**config.mk**
```make
export PLATFORM = sky130hd
export DESIGN_NAME = pipe_hazard_ctrl
export DESIGN_NICKNAME = d
export VERILOG_FILES = /design/src/rtl/pipe_hazard_ctrl_pkg.sv /design/src/rtl/pipe_fwd_sel.sv /design/src/rtl/pipe_hazard_ctrl.sv
export SDC_FILE = /design/constraint.sdc
export NUM_CORES = 1
export LEC_CHECK = 0
export ABC_AREA = 1
export CAP_MARGIN = 25
export CORE_MARGIN = 3
export CORE_UTILIZATION = 50
export CTS_CLUSTER_SIZE = 14
export DETAILED_ROUTE_END_ITERATION = 7
export GPL_TIMING_DRIVEN = 0
export HOLD_SLACK_MARGIN = 0.1
export PLACE_DENSITY = 0.81
export SLEW_MARGIN = 20
export SYNTH_ARGS = -nofsm -noshare
export SYNTH_HDL_FRONTEND = slang
export SYNTH_SLANG_ARGS = --single-unit
export TNS_END_PERCENT = 30
```
**constraint.sdc**
```tcl
create_clock -name clock -period 4.3 [get_ports clock]
set_input_delay 1.29 -clock clock [delete_from_list [all_inputs] [get_ports clock]]
set_output_delay 1.29 -clock clock [all_outputs]
set_load 0.03 [all_outputs]
```
**src/rtl/pipe_hazard_ctrl_pkg.sv**
```systemverilog
// ============================================================================
//  Module      : pipe_hazard_ctrl_pkg
//  Description : Shared encodings for the pipeline hazard/resource scheduler.
//  Revision    : 1.0 - initial release
// ============================================================================
`default_nettype none

package pipe_hazard_ctrl_pkg;

    // Operand source selects driven towards the ID-stage operand muxes
    localparam logic [1:0] FWD_REG     = 2'b00;
    localparam logic [1:0] FWD_EXALU   = 2'b01;
    localparam logic [1:0] FWD_MEMALU  = 2'b10;
    localparam logic [1:0] FWD_MEMDATA = 2'b11;

    localparam logic [0:0] MS_IDLE = 1'b0;
    localparam logic [0:0] MS_BUSY = 1'b1;

endpackage

`default_nettype wire

```
**src/rtl/pipe_fwd_sel.sv**
```systemverilog
// ============================================================================
//  Module      : pipe_fwd_sel
//  Description : Forwarding source selector for a single ID-stage operand.
//  Revision    : 1.0 - initial release
// ============================================================================
`default_nettype none

module pipe_fwd_sel
    import pipe_hazard_ctrl_pkg::*;
(
    input  logic [4:0] i_src,
    input  logic       i_ewreg,
    input  logic       i_em2reg,
    input  logic [4:0] i_ern,
    input  logic       i_mwreg,
    input  logic       i_mm2reg,
    input  logic [4:0] i_mrn,
    output logic [1:0] o_sel
);

    always_comb begin
        o_sel = FWD_REG;
        // A load in EX has no data yet; that case is covered by the load-use stall
        if (i_src != 5'd0) begin
            if (i_ewreg && !i_em2reg && (i_ern == i_src)) begin
                o_sel = FWD_EXALU;
            end else if (i_mwreg && (i_mrn == i_src)) begin
                o_sel = i_mm2reg ? FWD_MEMDATA : FWD_MEMALU;
            end
        end
    end

endmodule

`default_nettype wire

```
**src/rtl/pipe_hazard_ctrl.sv**
```systemverilog
// ============================================================================
//  Module      : pipe_hazard_ctrl
//  Description : Forwarding, load-use stall, multi-cycle multiplier sequencing
//                and stall-cycle counting for the 5-stage pipeline.
//  Revision    : 1.0 - initial release
// ============================================================================
`default_nettype none

module pipe_hazard_ctrl
    import pipe_hazard_ctrl_pkg::*;
#(
    parameter int MUL_CYCLES  = 4,
    parameter int CNT_W       = 4,
    parameter int STALL_CNT_W = 32
) (
    input  logic                   clock,
    input  logic                   reset,
    input  logic [4:0]             rs,
    input  logic [4:0]             rt,
    input  logic                   users,
    input  logic                   usert,
    input  logic                   ewreg,
    input  logic                   em2reg,
    input  logic [4:0]             ern,
    input  logic                   emul,
    input  logic                   mwreg,
    input  logic                   mm2reg,
    input  logic [4:0]             mrn,
    output logic [1:0]             fwda,
    output logic [1:0]             fwdb,
    output logic                   wpcir,
    output logic                   idex_bubble,
    output logic                   idex_hold,
    output logic                   exmem_bubble,
    output logic                   mul_start,
    output logic                   mul_done,
    output logic [STALL_CNT_W-1:0] stall_cnt
);

    localparam logic             c_multi    = (MUL_CYCLES > 1);
    localparam logic [CNT_W-1:0] c_cnt_init = CNT_W'((MUL_CYCLES > 1) ? (MUL_CYCLES - 2) : 0);

    logic [0:0]             r_state;
    logic [CNT_W-1:0]       r_cnt;
    logic [STALL_CNT_W-1:0] r_stall_cnt;

    logic [1:0] w_fwda;
    logic [1:0] w_fwdb;
    logic       w_idle;
    logic       w_cnt_zero;
    logic       w_ex_hold;
    logic       w_lu;

    pipe_fwd_sel u_fwd_rs (
        .i_src    (rs),
        .i_ewreg  (ewreg),
        .i_em2reg (em2reg),
        .i_ern    (ern),
        .i_mwreg  (mwreg),
        .i_mm2reg (mm2reg),
        .i_mrn    (mrn),
        .o_sel    (w_fwda)
    );

    pipe_fwd_sel u_fwd_rt (
        .i_src    (rt),
        .i_ewreg  (ewreg),
        .i_em2reg (em2reg),
        .i_ern    (ern),
        .i_mwreg  (mwreg),
        .i_mm2reg (mm2reg),
        .i_mrn    (mrn),
        .o_sel    (w_fwdb)
    );

    assign w_idle     = (r_state == MS_IDLE);
    assign w_cnt_zero = (r_cnt == '0);
    assign w_ex_hold  = (w_idle & emul & c_multi) | (~w_idle & ~w_cnt_zero);
    assign w_lu       = ewreg & em2reg & (ern != 5'd0) &
                        ((users & (ern == rs)) | (usert & (ern == rt)));

    // Reset forces every control to its inactive value, independent of inputs
    assign fwda         = reset ? FWD_REG : w_fwda;
    assign fwdb         = reset ? FWD_REG : w_fwdb;
    assign wpcir        = reset | ~(w_ex_hold | w_lu);
    assign idex_hold    = ~reset & w_ex_hold;
    assign exmem_bubble = ~reset & w_ex_hold;
    assign idex_bubble  = ~reset & ~w_ex_hold & w_lu;
    assign mul_start    = ~reset & w_idle & emul;
    assign mul_done     = ~reset & ((~w_idle & w_cnt_zero) | (w_idle & emul & ~c_multi));
    assign stall_cnt    = r_stall_cnt;

    always_ff @(posedge clock or posedge reset) begin
        if (reset) begin
            r_state <= MS_IDLE;
            r_cnt   <= '0;
        end else if (w_idle) begin
            if (emul && c_multi) begin
                r_state <= MS_BUSY;
                r_cnt   <= c_cnt_init;
            end
        end else if (w_cnt_zero) begin
            r_state <= MS_IDLE;
        end else begin
            r_cnt <= r_cnt - 1'b1;
        end
    end

    always_ff @(posedge clock or posedge reset) begin
        if (reset) begin
            r_stall_cnt <= '0;
        end else if (!wpcir && (r_stall_cnt != '1)) begin
            r_stall_cnt <= r_stall_cnt + 1'b1;
        end
    end

endmodule

`default_nettype wire

```
==> metrics.txt <==
# TYPE chip_impl_metric gauge
chip_impl_info{name="result_of_the_run",value="finished with violations"} 1
chip_impl_info{name="failed_checks",value="setup timing"} 1
chip_impl_info{name="yosysMostFrequentCell",value="nand2_1"} 1
chip_impl_metric{name="vias",unit=""} 3051
chip_impl_metric{name="power_density",unit="nW/um2"} 305
chip_impl_metric{name="detail-route-antenna-nets",unit=""} 0
chip_impl_metric{name="power.share.combinational",unit="%"} 41.0
chip_impl_metric{name="multi_input_comb_area",unit="um2"} 1630
chip_impl_metric{name="timing.final.crit_share",unit="%"} 100
chip_impl_metric{name="detail_route.first_pass.iterations",unit=""} 6
chip_impl_metric{name="synth_cells",unit=""} 441
chip_impl_metric{name="final_nets",unit=""} 556
chip_impl_info{name="cts_tree",value="yes"} 1
chip_impl_metric{name="synth.top_cell.area_share",unit="%"} 32.5
chip_impl_metric{name="grt_antenna_before_repair",unit=""} 0
chip_impl_metric{name="die_outline_area",unit="um2"} 6650
chip_impl_metric{name="post_layout_nonfiller_instances",unit=""} 596
chip_impl_metric{name="route.detailed.vias_per_inst",unit=""} 5.12
chip_impl_info{name="critPathCaptureType",value="output pin"} 1
chip_impl_metric{name="clockBufferDepth",unit=""} 2
chip_impl_metric{name="clock-sinks",unit=""} 37
chip_impl_metric{name="clk-insertion-delay-late",unit="ns"} 0.29
chip_impl_metric{name="grt_overflow",unit=""} 0
chip_impl_metric{name="wire_length_of_the_first_global_routing_pass",unit="um"} 13200
chip_impl_info{name="synth_top_flop_cell",value="dfrtp_1"} 1
chip_impl_metric{name="critPathRequiredTime",unit="ns"} 3.01
chip_impl_metric{name="placeableCoreArea",unit="um2"} 5300
chip_impl_metric{name="min_setup_slack_post_route",unit="ns"} -0.0197
chip_impl_metric{name="routabilityCongestion",unit=""} 0.893
chip_impl_metric{name="achievable-frequency",unit="MHz"} 231
chip_impl_info{name="synth.cells.most_frequent",value="162 x nand2_1, 58 x inv_1, 46 x nand3_1, 46 x nor2_1, 37 x dfrtp_1"} 1
chip_impl_metric{name="cts_buffers",unit=""} 5
chip_impl_metric{name="synth-seq-area-share",unit="%"} 32.5
chip_impl_metric{name="path_clk_slew",unit="ns"} 0.08
chip_impl_metric{name="cts_hold_buf",unit=""} 0
chip_impl_metric{name="synth_seq_cells",unit=""} 37
chip_impl_metric{name="netlist-cell-type-count",unit=""} 28
chip_impl_metric{name="area.growth.synth_to_final",unit="%"} 32.9
chip_impl_metric{name="proportion_of_synthesized_flip_flops_having_asynchronous_set_or_reset",unit="%"} 100
chip_impl_metric{name="drt-total-wl",unit="um"} 7850
chip_impl_info{name="yosys-top-cells-area",value="dfrtp_1 32%, nand2_1 21%, nand3_1 8.1%"} 1
chip_impl_metric{name="ir_worst_vdd",unit="mV"} 0.276
chip_impl_metric{name="vias_in_the_first_global_route",unit=""} 2902
chip_impl_metric{name="detail_route.iter0.violations",unit=""} 138
chip_impl_metric{name="hold_viol",unit=""} 0
chip_impl_info{name="worstSetupStartpoint",value="rt[3]"} 1
chip_impl_info{name="regToRegStartpoint",value="r_cnt[0]"} 1
chip_impl_info{name="synth_top_area_cell",value="dfrtp_1"} 1
chip_impl_metric{name="cp_data_arrival_time",unit="ns"} 3.03
chip_impl_metric{name="number_of_pins_exceeding_their_max_slew_limit_in_the_final_report",unit=""} 0
chip_impl_metric{name="grtUsageTotal",unit="%"} 25.5
chip_impl_metric{name="power_switching",unit="uW"} 460
chip_impl_metric{name="port_buffers",unit=""} 70
chip_impl_metric{name="initial_core_utilization",unit="%"} 53.8
chip_impl_metric{name="route.detailed.drc",unit=""} 0
chip_impl_metric{name="setup_viol",unit=""} 1
chip_impl_metric{name="postSynthNetCount",unit=""} 472
chip_impl_metric{name="finalClockSkew",unit="ns"} 0.00419
chip_impl_metric{name="number_of_enable_type_register_cells_in_the_synthesized_netlist",unit=""} 0
chip_impl_metric{name="placedCellCount",unit=""} 581
chip_impl_metric{name="routed_wire_length_per_instance",unit="um"} 13.2
chip_impl_metric{name="cts_htree_levels",unit=""} 2
chip_impl_info{name="clock_tree.root_cell",value="clkbuf_8"} 1
chip_impl_metric{name="setup-tns-final",unit="ns"} -0.0197
chip_impl_info{name="rsz0062_at_grt",value="yes"} 1
chip_impl_metric{name="num_io_pins",unit=""} 71
chip_impl_metric{name="tightestPinTransition",unit="ns"} 0.503
chip_impl_metric{name="share_of_layout_cells_above_drive_strength_1",unit="%"} 10.1
chip_impl_metric{name="timing.hold.ws",unit="ns"} 0.502
chip_impl_metric{name="grt_start_max_net_pins",unit=""} 21
chip_impl_metric{name="static-leakage-power",unit="uW"} 0.00194
chip_impl_info{name="min-delay-path-class",value="reg -> reg"} 1
chip_impl_info{name="start_kind",value="primary input"} 1
chip_impl_metric{name="layout.area.seq",unit="um2"} 926
chip_impl_metric{name="cell_internal_pwr",unit="uW"} 697
chip_impl_metric{name="pwr-share-clk",unit="%"} 21.0
chip_impl_metric{name="max_fanout_on_critical_path",unit=""} 10
chip_impl_metric{name="mappedNetlistArea",unit="um2"} 2850
chip_impl_metric{name="total_number_of_placement_rows",unit=""} 26
chip_impl_metric{name="timing.max_cap.violations",unit=""} 0
chip_impl_info{name="critical_path_class",value="in -> out"} 1
chip_impl_metric{name="die_width",unit="um"} 81.5
chip_impl_metric{name="period_minus_slack",unit="ns"} 4.32
chip_impl_metric{name="power_switching_share",unit="%"} 39.8
chip_impl_metric{name="syn_avg_cell_area",unit="um2"} 6.47
chip_impl_metric{name="synthesis.yosys.warnings",unit=""} 0
chip_impl_metric{name="insertedDiodeCount",unit=""} 0
chip_impl_metric{name="fp.dieH",unit="um"} 81.5
chip_impl_info{name="holdCritStartpoint",value="r_cnt[0]"} 1
chip_impl_metric{name="p_seq_share",unit="%"} 38.1
chip_impl_metric{name="dpl.hpwl",unit="um"} 5760
chip_impl_metric{name="fill_cell_count",unit=""} 452
chip_impl_metric{name="max-slew-margin-rel",unit="%"} 66.3
==> final timing paths <==
| check | slack (ns) | cells past startpoint | to |
|---|---|---|---|
| max | -0.02 | 13 | wpcir |
| min | 0.50 | 1 | r_cnt[0] |
| max reg2reg | 2.37 | 12 | stall_cnt[26] |
| min reg2reg | 0.50 | 1 | r_cnt[0] |
| max in group asynchronous | 2.57 | 3 | stall_cnt[20] |
| min in group asynchronous | 1.30 | 2 | stall_cnt[28] |
==> placed cells by master (no fill, tap or decap), types with 9 or more instances in the layout <==
cell | synthesis | final
nand3_1 | 46 | 46
nand2_1 | 162 | 162
xor2_1 | 15 | 15
clkdlybuf4s50_1 | 0 | 55
nand4_1 | 14 | 14
xnor2_1 | 9 | 9
dfrtp_1 | 37 | 37
inv_1 | 58 | 57
nor3_1 | 9 | 9
nor2_1 | 46 | 43
==> critical path, stage by stage <==
cell and delay (ns):
clkdlybuf4s50_1 0.50, inv_1 0.08, nand2_1 0.06, nand2_1 0.06, nor2_2 0.16, nand4_1 0.13
nand2_1 0.10, nand2_1 0.08, nand2_2 0.10, buf_8 0.15, buf_8 0.13, inv_1 0.04
buf_2 0.16
==> flip-flops by register name (all words and copies together), names as in the netlist <==
signal	cells
r_cnt	4
r_state	1
stall_cnt	32
==> power by group through the flow <==
stage | clock (uW) | combinational [uW] | sequential [uW]
2_1_floorplan | 0 | 269 | 476
3_3_place_gp | 0 | 451 | 443
3_5_place_dp | 0 | 464 | 446
4_1_cts | 247 | 465 | 439
5_1_grt | 267 | 522 | 448
6_report | 243 | 474 | 440
==> metrics by stage <==
step,setup slack (ns),total power (uW),cell area [um2],util [%]
5_1_grt,-0.0936,1240,3790,71.5
2_1_floorplan,0.230,745,2860,-
4_1_cts,-0.165,1150,3740,70.6
6_report,-0.0197,1160,3790,71.5
3_5_place_dp,-1.21,910,3640,68.7
3_3_place_gp,-1.19,894,3640,68.7
==> cell type report <==
cell class | count | share of cell area (%)
well taps | 70 | 2.31
plain buffers | 9 | 2.34
repair inverters | 2 | 0.264
flip-flops and latches | 37 | 24.4
multi-input cells | 333 | 42.9
inverters | 62 | 6.24
clock inverters | 2 | 0.264
repair buffers | 75 | 19.4
clock buffers | 6 | 1.91
==> timing repair <==
action                     CTS  global route
pin swaps                    1             3
gates cloned                 2             0
setup buffers                1             3
gates resized for setup     16            21
setup endpoints to repair    8             7
==> layer usage <==
layer	global-route usage (%)	vias to the layer above	wire length, um
met1	34.8	1397	3610
li1	-	1545	-
met2	40.6	93	3660
met5	0	-	0
met3	3.62	16	414
met4	9.97	0	162
==> kinds of logic after synthesis <==
| family | Yosys count | share of synthesized area, % |
|---|---|---|
| AND/OR/NAND/NOR | 297 | 46.4 |
| buffers and inverters | 71 | 11.0 |
| flip-flops | 37 | 32.5 |
| XOR/XNOR | 24 | 7.37 |
| AO/OA/AOI/OAI | 10 | 1.84 |
| adder cells (fa/ha/maj) | 2 | 0.877 |
No activity file was read; power rests on OpenSTA's default activity.
